`src/rtl/mem_access_pkg.sv`:
```
// ---------------------------------------------------------------------------
// mem_access_pkg : shared FSM encoding and datapath widths. Rev 1.0
// ---------------------------------------------------------------------------
`default_nettype none

package mem_access_pkg;
    localparam int DATA_W = 16;
    localparam int REG_W  = 4;

    typedef enum logic {
        IDLE   = 1'b0,
        ACCESS = 1'b1
    } state_t;
endpackage

`default_nettype wire

```
`src/rtl/mem_timeout_ctr.sv`:
```
// ---------------------------------------------------------------------------
// mem_timeout_ctr : counts ACCESS cycles, flags the last allowed one. Rev 1.0
// ---------------------------------------------------------------------------
`default_nettype none

module mem_timeout_ctr #(
    parameter int TIMEOUT_CYCLES = 64
) (
    input  logic clk,
    input  logic rst_n,
    input  logic run_i,
    output logic expire_o
);
    localparam int CNT_W = (TIMEOUT_CYCLES > 1) ? $clog2(TIMEOUT_CYCLES) : 1;
    localparam logic [CNT_W-1:0] LAST = CNT_W'(TIMEOUT_CYCLES - 1);

    logic [CNT_W-1:0] cnt_q;
    logic [CNT_W-1:0] cnt_d;

    always_comb begin
        cnt_d = '0;
        if (run_i) begin
            cnt_d = cnt_q + 1'b1;
        end
    end

    always_ff @(posedge clk or negedge rst_n) begin
        if (!rst_n) begin
            cnt_q <= '0;
        end else begin
            cnt_q <= cnt_d;
        end
    end

    assign expire_o = run_i && (cnt_q == LAST);
endmodule

`default_nettype wire

```
`src/rtl/mem_access.sv`:
```
// ---------------------------------------------------------------------------
// mem_access : MEM stage, one LW/SW at a time over a req/ack data port.
// Optional access timeout enabled by defining MEM_TIMEOUT_EN. Rev 1.0
// ---------------------------------------------------------------------------
`default_nettype none

module mem_access
    import mem_access_pkg::*;
#(
    parameter int TIMEOUT_CYCLES = 64
) (
    input  logic              clk,
    input  logic              rst_n,
    input  logic              mem_read,
    input  logic              mem_write,
    input  logic [DATA_W-1:0] alu_result,
    input  logic [DATA_W-1:0] write_data,
    input  logic              reg_write,
    input  logic [REG_W-1:0]  dst_reg,
    output logic              dmem_req,
    output logic              dmem_we,
    output logic [DATA_W-1:0] dmem_addr,
    output logic [DATA_W-1:0] dmem_wdata,
    input  logic              dmem_ack,
    input  logic [DATA_W-1:0] dmem_rdata,
    output logic              stall,
    output logic              wb_valid,
    output logic              wb_reg_write,
    output logic [REG_W-1:0]  wb_dst,
    output logic [DATA_W-1:0] wb_data,
    output logic              err
);
    state_t              state_q, state_d;
    logic [DATA_W-1:0]   addr_q, addr_d;
    logic [DATA_W-1:0]   wdata_q, wdata_d;
    logic [REG_W-1:0]    dst_q, dst_d;
    logic                rw_q, rw_d;
    logic                we_q, we_d;
    logic                mis_q, mis_d;
    logic                wb_valid_q, wb_valid_d;
    logic                wb_rw_q, wb_rw_d;
    logic [REG_W-1:0]    wb_dst_q, wb_dst_d;
    logic [DATA_W-1:0]   wb_data_q, wb_data_d;
    logic                err_q, err_d;
    logic                expire;
    logic                mem_op;
    logic                illegal;

    assign mem_op  = mem_read ^ mem_write;
    assign illegal = mem_read & mem_write;

`ifdef MEM_TIMEOUT_EN
    mem_timeout_ctr #(
        .TIMEOUT_CYCLES (TIMEOUT_CYCLES)
    ) u_timeout (
        .clk      (clk),
        .rst_n    (rst_n),
        .run_i    (state_q == ACCESS),
        .expire_o (expire)
    );
`else
    logic unused_timeout;
    assign unused_timeout = (TIMEOUT_CYCLES == 0);
    assign expire         = 1'b0;
`endif

    always_comb begin
        state_d    = state_q;
        addr_d     = addr_q;
        wdata_d    = wdata_q;
        dst_d      = dst_q;
        rw_d       = rw_q;
        we_d       = we_q;
        mis_d      = mis_q;
        wb_valid_d = 1'b0;
        wb_rw_d    = 1'b0;
        wb_dst_d   = wb_dst_q;
        wb_data_d  = wb_data_q;
        err_d      = 1'b0;
        if (state_q == IDLE) begin
            if (mem_op) begin
                state_d = ACCESS;
                addr_d  = {alu_result[DATA_W-1:1], 1'b0};
                wdata_d = write_data;
                dst_d   = dst_reg;
                rw_d    = reg_write;
                we_d    = mem_write;
                mis_d   = alu_result[0];
            end else begin
                wb_valid_d = 1'b1;
                wb_dst_d   = dst_reg;
                wb_data_d  = alu_result;
                wb_rw_d    = reg_write & ~illegal;
                err_d      = illegal;
            end
        end else if (dmem_ack) begin
            state_d    = IDLE;
            wb_valid_d = 1'b1;
            wb_dst_d   = dst_q;
            wb_rw_d    = rw_q & ~we_q;
            wb_data_d  = we_q ? addr_q : dmem_rdata;
            err_d      = mis_q;
        end else if (expire) begin
            // Aborted access reports the address it gave up on.
            state_d    = IDLE;
            wb_valid_d = 1'b1;
            wb_dst_d   = dst_q;
            wb_data_d  = addr_q;
            err_d      = 1'b1;
        end
    end

    always_ff @(posedge clk or negedge rst_n) begin
        if (!rst_n) begin
            state_q    <= IDLE;
            addr_q     <= '0;
            wdata_q    <= '0;
            dst_q      <= '0;
            rw_q       <= 1'b0;
            we_q       <= 1'b0;
            mis_q      <= 1'b0;
            wb_valid_q <= 1'b0;
            wb_rw_q    <= 1'b0;
            wb_dst_q   <= '0;
            wb_data_q  <= '0;
            err_q      <= 1'b0;
        end else begin
            state_q    <= state_d;
            addr_q     <= addr_d;
            wdata_q    <= wdata_d;
            dst_q      <= dst_d;
            rw_q       <= rw_d;
            we_q       <= we_d;
            mis_q      <= mis_d;
            wb_valid_q <= wb_valid_d;
            wb_rw_q    <= wb_rw_d;
            wb_dst_q   <= wb_dst_d;
            wb_data_q  <= wb_data_d;
            err_q      <= err_d;
        end
    end

    // Stall is gated by rst_n so it falls with reset, not at the next edge.
    assign stall = rst_n & ((state_q == IDLE) ? mem_op : (~dmem_ack & ~expire));

    assign dmem_req     = (state_q == ACCESS);
    assign dmem_we      = (state_q == ACCESS) & we_q;
    assign dmem_addr    = addr_q;
    assign dmem_wdata   = wdata_q;
    assign wb_valid     = wb_valid_q;
    assign wb_reg_write = wb_rw_q;
    assign wb_dst       = wb_dst_q;
    assign wb_data      = wb_data_q;
    assign err          = err_q;
endmodule

`default_nettype wire

```
`config.mk`:
```
export PLATFORM = sky130hd
export DESIGN_NAME = mem_access
export DESIGN_NICKNAME = d
export VERILOG_FILES = /design/src/rtl/mem_access_pkg.sv /design/src/rtl/mem_timeout_ctr.sv /design/src/rtl/mem_access.sv
export SDC_FILE = /design/constraint.sdc
export NUM_CORES = 1
export LEC_CHECK = 0
export ABC_AREA = 1
export CAP_MARGIN = 30
export CORE_MARGIN = 2
export CORE_UTILIZATION = 46
export DETAILED_ROUTE_END_ITERATION = 7
export GPL_TIMING_DRIVEN = 0
export MAX_ROUTING_LAYER = met4
export PLACE_DENSITY = 0.95
export SLEW_MARGIN = 25
export SYNTH_ARGS = -nofsm -noshare
export SYNTH_HDL_FRONTEND = slang
export SYNTH_SLANG_ARGS = --single-unit
export TNS_END_PERCENT = 30
```
`constraint.sdc`:
```
create_clock -name clk -period 1.9 [get_ports clk]
set_input_delay 0.38 -clock clk [delete_from_list [all_inputs] [get_ports clk]]
set_output_delay 0.38 -clock clk [all_outputs]
set_load 0.02 [all_outputs]
```
==> metrics <==
# nets final=540; initial antenna violation count=0; max cap viols=0; H-tree Lvls=3; Remaining DRCs=0; Clock Path Buffers=2; grt ovf=0; Synth-to-Final Area Change=54.8%; Seq/Total Area, Yosys=54.9%; CTS buffer count=9; clk slew on worst S/H paths=roughly 0.060 ns; Wirelength per Cell=14.6 µm; most frequent cells in the layout=nand2_1 (134), clkdlybuf4s50_1 (109), nand3_1 (64), dfrtp_1 (62), nor2_1 (23); pin count of the biggest net entering global routing=36; share of layout cells above drive strength 1=10.1%; vias in the first global route=between 2000 and 3000; Yosys cell types=15; status=finished, final reports clean; Critical Path AT=1.47 ns; Final Cycle Share=97.4%; Synth Area in Adders=0.885%; crit-path max FO=10; Final Skew=0.00452 ns; Synth Warn #=0; Buf+Inv Stages, Crit Path=3; setup violators final=0; leakage power=0.00215 µW; Routed WL=8.19 mm; Max stage delay on crit path=0.29 ns; total chip power=6200 µW; mux share of post-synthesis cell area=0%; Pre-Repair DR Iteration Count=4; DRT iter0 DRCs=190; main combinational cell family by area after synthesis=simple AND/OR/NAND/NOR gates; vias=2860; syn avg cell area=8.08 µm²; Ant. Diodes=0; GP Congestion=0.888; Power per Cell Area=1420 nW/µm²; CTS tree=built; CP endpoint kind=primary output; dpl ws=-0.806 ns; Rows=28; synthesized flop and latch total=62; min cycle time layout=1.85 ns; CP Class=in2out; XOR/XNOR share of the synthesized area=0%; Synth Area in Compound Gates=under 10%; final hold viol count=0; commonest non-fill, non-tap cell in the layout=nand2_1; slowest stage cell on the critical path=dlygate4sd2_1; WP data required=1.52 ns; Clock Latency Late Sink=0.34 ns; slack of the critical path=0.0498 ns; cell count after synthesis=350; Peak VDD IR=0.000838 V; clock sinks=62; Final Max Tran Viols=0; Max Freq=about 540 MHz; CTS root buffer=clkbuf_8; Vias per Instance=5.11; crit-path cells=dlygate4sd2_1 > ha_4 > o21ai_4 > buf_6 > nor2_1 > buf_4; HP Class=in2async; Die Span X=82.4 µm; Die ar.=6790 µm²; IO buf count=114; syn_nets=between 400 and 500; hpwl dp=5.85 mm; simple-gate share of the synthesized area=approximately a third; unrepaired setup endpoints after global routing=false; global-route wire length before repair=roughly 13 mm; Initial Utilization=a little under half; setup TNS=0 ns; delay-heaviest family, CP=buffers and inverters; DRT antenna net count=0; Post-Syn Area=2830 µm²; Placeable Area=between 5000 and 6000 µm²; Die Height=82.4 µm; critical path launch point type=input pin; io pins=116; GR Util All Layers=26.0%; setup slack, reg-to-reg=0.52 ns
==> repair_timing <==
item	in CTS	in global routing
hold endpoints to repair	27	0
buffers inserted	1	0
hold buffers	3	0
endpoints found under the setup margin	2	2
pin swaps	1	0
resized for setup	11	4
==> registers in the layout, indices dropped and copies added, names as in the netlist <==
signal        flops
wb_data          16
wb_dst            4
we_q              1
dmem_addr        15
mis_q             1
wb_valid          1
err               1
dmem_req          1
dst_q             4
rw_q              1
dmem_wdata       16
wb_reg_write      1
==> area by class of cell <==
cell class	count	area [µm²]
Clock buffer	13	179
Buffer	23	151
Inverter	16	60.1
Timing Repair Buffer	119	1210
Sequential cell	62	1550
Clock inverter	3	40.0
Fill cell	444	1540
Tap cell	75	93.8
Multi-Input combinational cell	249	1090
==> final timing paths <==
kind,end,depth (start not counted),start
setup / recovery,stall,6,mem_read
hold reg to reg,dmem_wdata[12],2,dmem_wdata[12]
max in group asynchronous,dmem_wdata[7],3,rst_n
min in group clk,dmem_wdata[12],2,dmem_wdata[12]
hold / removal,dmem_req,3,rst_n
setup reg to reg,dmem_addr[4],5,dmem_req
==> kinds of logic (layout without fill, tap and decap cells) <==
group           after synthesis  after routing
compound gates               23             23
fa+ha+maj                     2              2
flops                        62             62
buf+inv                      39            174
other cells                   1              1
simple gates                223            223
==> tightest hold or removal path, delay by kind of cell <==
family | cells | cell delay [ns]
buffers and inverters | 3 | 0.40
==> where the power goes <==
| part | leakage (µW) | switching [µW] | internal, µW | total (µW) |
|---|---|---|---|---|
| combinational | 0.00127 | 1540 | 1270 | 2820 |
| sequential | 0.000758 | 329 | 1820 | 2150 |
| clock | 0.000115 | 491 | 744 | 1240 |
==> through the flow <==
step | utilization, % | hold slack [ns] | std cells | area [µm²]
6_report | 73.9 | 0.0788 | 560 | 4380
5_1_grt | 73.9 | 0.0972 | 560 | 4380
4_1_cts | 73.7 | 0.0731 | 560 | 4370
3_5_place_dp | 68.9 | 0.325 | 540 | 4080
3_3_place_gp | 68.6 | 0.452 | 539 | 4060
2_1_floorplan | - | 0.0844 | 350 | 2830
==> layer usage <==
| metal | share of wire (%) | track usage [%] |
|---|---|---|
| met5 | 0 | - |
| met4 | 3.1 | 13.7 |
| met3 | 7.7 | 4.89 |
| met2 | 49 | 41.8 |
| met1 | 40 | 31.3 |
==> cells in the mapped netlist (all sizes together) <==
master	instances	area [µm²]
nor2	23	86.3
clkbuf	4	15.0
conb	1	3.75
nand2	136	510
a21oi	5	25.0
o21ai	18	101
buf	19	129
inv	16	60.1
nand3	64	320
dfrtp	62	1550
ha	2	25.0
Note: power is estimated with default switching activity, not from simulation.
==> variant: new RTL, same settings <==
The option `MEM_TIMEOUT_EN` is turned on by a define.
--- a/src/rtl/mem_access.sv
+++ b/src/rtl/mem_access.sv
@@ -3,6 +3,8 @@
 // Optional access timeout enabled by defining MEM_TIMEOUT_EN. Rev 1.0
 // ---------------------------------------------------------------------------
 `default_nettype none
+
+`define MEM_TIMEOUT_EN
 
 module mem_access
     import mem_access_pkg::*;
Check against the original RTL: same outputs for any inputs over 10 cycles, from zero or initial values and one cycle with rst_n low; that may be too few to reach the edited logic, so the function may still have changed.
==> variant against the unedited design <==
The flow now finishes with violations (negative setup slack). Clock skew is 0.0046 ns higher. Design area increased by 14%. Sequential cell count increased by 6. Worst setup slack got worse by 0.084 ns. Synthesized area is 16% higher. Total power is 12% higher. Wire length rose by 13%. Clock power rose by 27%. Largest cell class unchanged. Largest power group unchanged.
==> variant: results (changes against the unedited design) <==
status: "finished, violations left"
violations: "negative setup slack"
place_congestion: 0.813  # -8.4%
layout-drive-gt1-share: 0.187  # +0.0857
place_hpwl_microns: 6260  # +7.0%
multi_input_area_sq_um: 1330  # +22%
clk_share: 0.0530  # +0.00299
synth_common_cells: "nand2_1 (104), dfrtp_1 (68), nand3_1 (53), inv_1 (42), mux2_4 (18)"
setup-tns-final_ns: -0.0344  # -0.0344 ns
cp_slowest_cell: "dfrtp_1"
port_buffers: 113  # -0.88%
synthTopCellsByArea: "dfrtp_1 (52%), nand2_1 (12%), mux2_4 (8.2%), nand3_1 (8.1%), inv_1 (4.8%)"
synth_nets: 418  # +2.0%
ys_seq_area_frac: 0.517  # -0.0318
ff2ff_setup_slack_ns: 0.35  # -0.17 ns
nonClkBufAreaFrac: 0.280  # -0.0319
multi_input_cells: 224  # -10%
p_int_w: 0.00448  # +17%
pwr-share-clk: 0.226  # +0.027
layout.cells.non_filler: 594  # +6.1%
leakage_nw: 2.49  # +16%
hold_ws_ns: 0.485  # +0.406 ns
clk_pin_slew_ns: 0.07
r2r_end: "wb_data[9]"
final_cell_area_sq_um: 4980  # +14%
cpPeakStageDelay_ns: 0.38  # +0.09 ns
critical_path.top_delay_family: "simple AND/OR/NAND/NOR gates"
grt_start_max_net_pins: 30  # -17%
fill_cells: 476  # +7.2%
grtUsageTotal: 0.251  # -0.00981
yosys.cell_types.count: 23  # +8
insertion_delay_ns: 0.35
synth_area_per_cell_sq_um: 9.22  # +14%
grt_pass1_wl_microns: 14300  # +13%
startpoint: "u_timeout.cnt_q[0]"
seqPwrFrac: 0.329  # -0.017
rows: 30  # +7.1%
grt_pass1_vias: 3033  # +9.3%
peakVddDrop_uv: 819  # -2.3%
avgViaCountPerCell: 5.08  # -0.52%
setup_violations: 1  # +1
n_all_buffers: 146  # +2.8%
arrival_ns: 1.55  # +0.08 ns
dr.pass1.iters: 5  # +1
wire_per_inst_microns: 15.6  # +6.7%
sh_seq_area: 0.342  # -0.0128
cts.sinks: 68  # +9.7%
fin_worst_skew_ns: 0.00910  # +0.00458 ns
place_area_sq_um: 4560  # +12%
fin_ws_ns: -0.0344  # -0.0842 ns
inv_count: 44  # +28
switching_power_w: 0.00247  # +4.5%
crit_fanout: 2  # -8
place_inst: 567  # +5.0%
worst-r2r-cell-count: 9  # +4
first_iter_violations: 195  # +2.6%
pre_cts_ws_ns: -0.830  # -0.0238 ns
hp-class: "input pin to asynchronous set/reset pin"
-- variant: routing by layer --
| metal | share of wire | GRT usage | vias to the layer above |
|---|---|---|---|
| li1 | - | - | 1395 |
| met1 | 0.41 | 0.316 | 1444 |
| met2 | 0.49 | 0.403 | 160 |
| met3 | 0.080 | 0.0382 | 19 |
| met4 | 0.018 | 0.109 | 0 |
| met5 | 0 | - | - |
-- variant: repair_timing --
action,CTS,global route
endpoints found under the setup margin,2,2
endpoints found under the hold margin,28,0
pin swaps,6,4
gates resized for setup,18,7
buffers inserted,5,2
hold buffers,4,0
-- variant: logic make-up (layout without fill, tap and decap cells) --
group / Yosys count / after routing / synth area share
AND/OR/NAND/NOR: 170 / 170 / 0.218
flip-flops: 68 / 68 / 0.517
buffers and inverters: 65 / 206 / 0.0935
multiplexers: 32 / 32 / 0.130
AO/OA/AOI/OAI: 18 / 18 / 0.0289
adder cells (fa/ha/maj): 3 / 3 / 0.0114
other: 1 / 1 / 0.00114
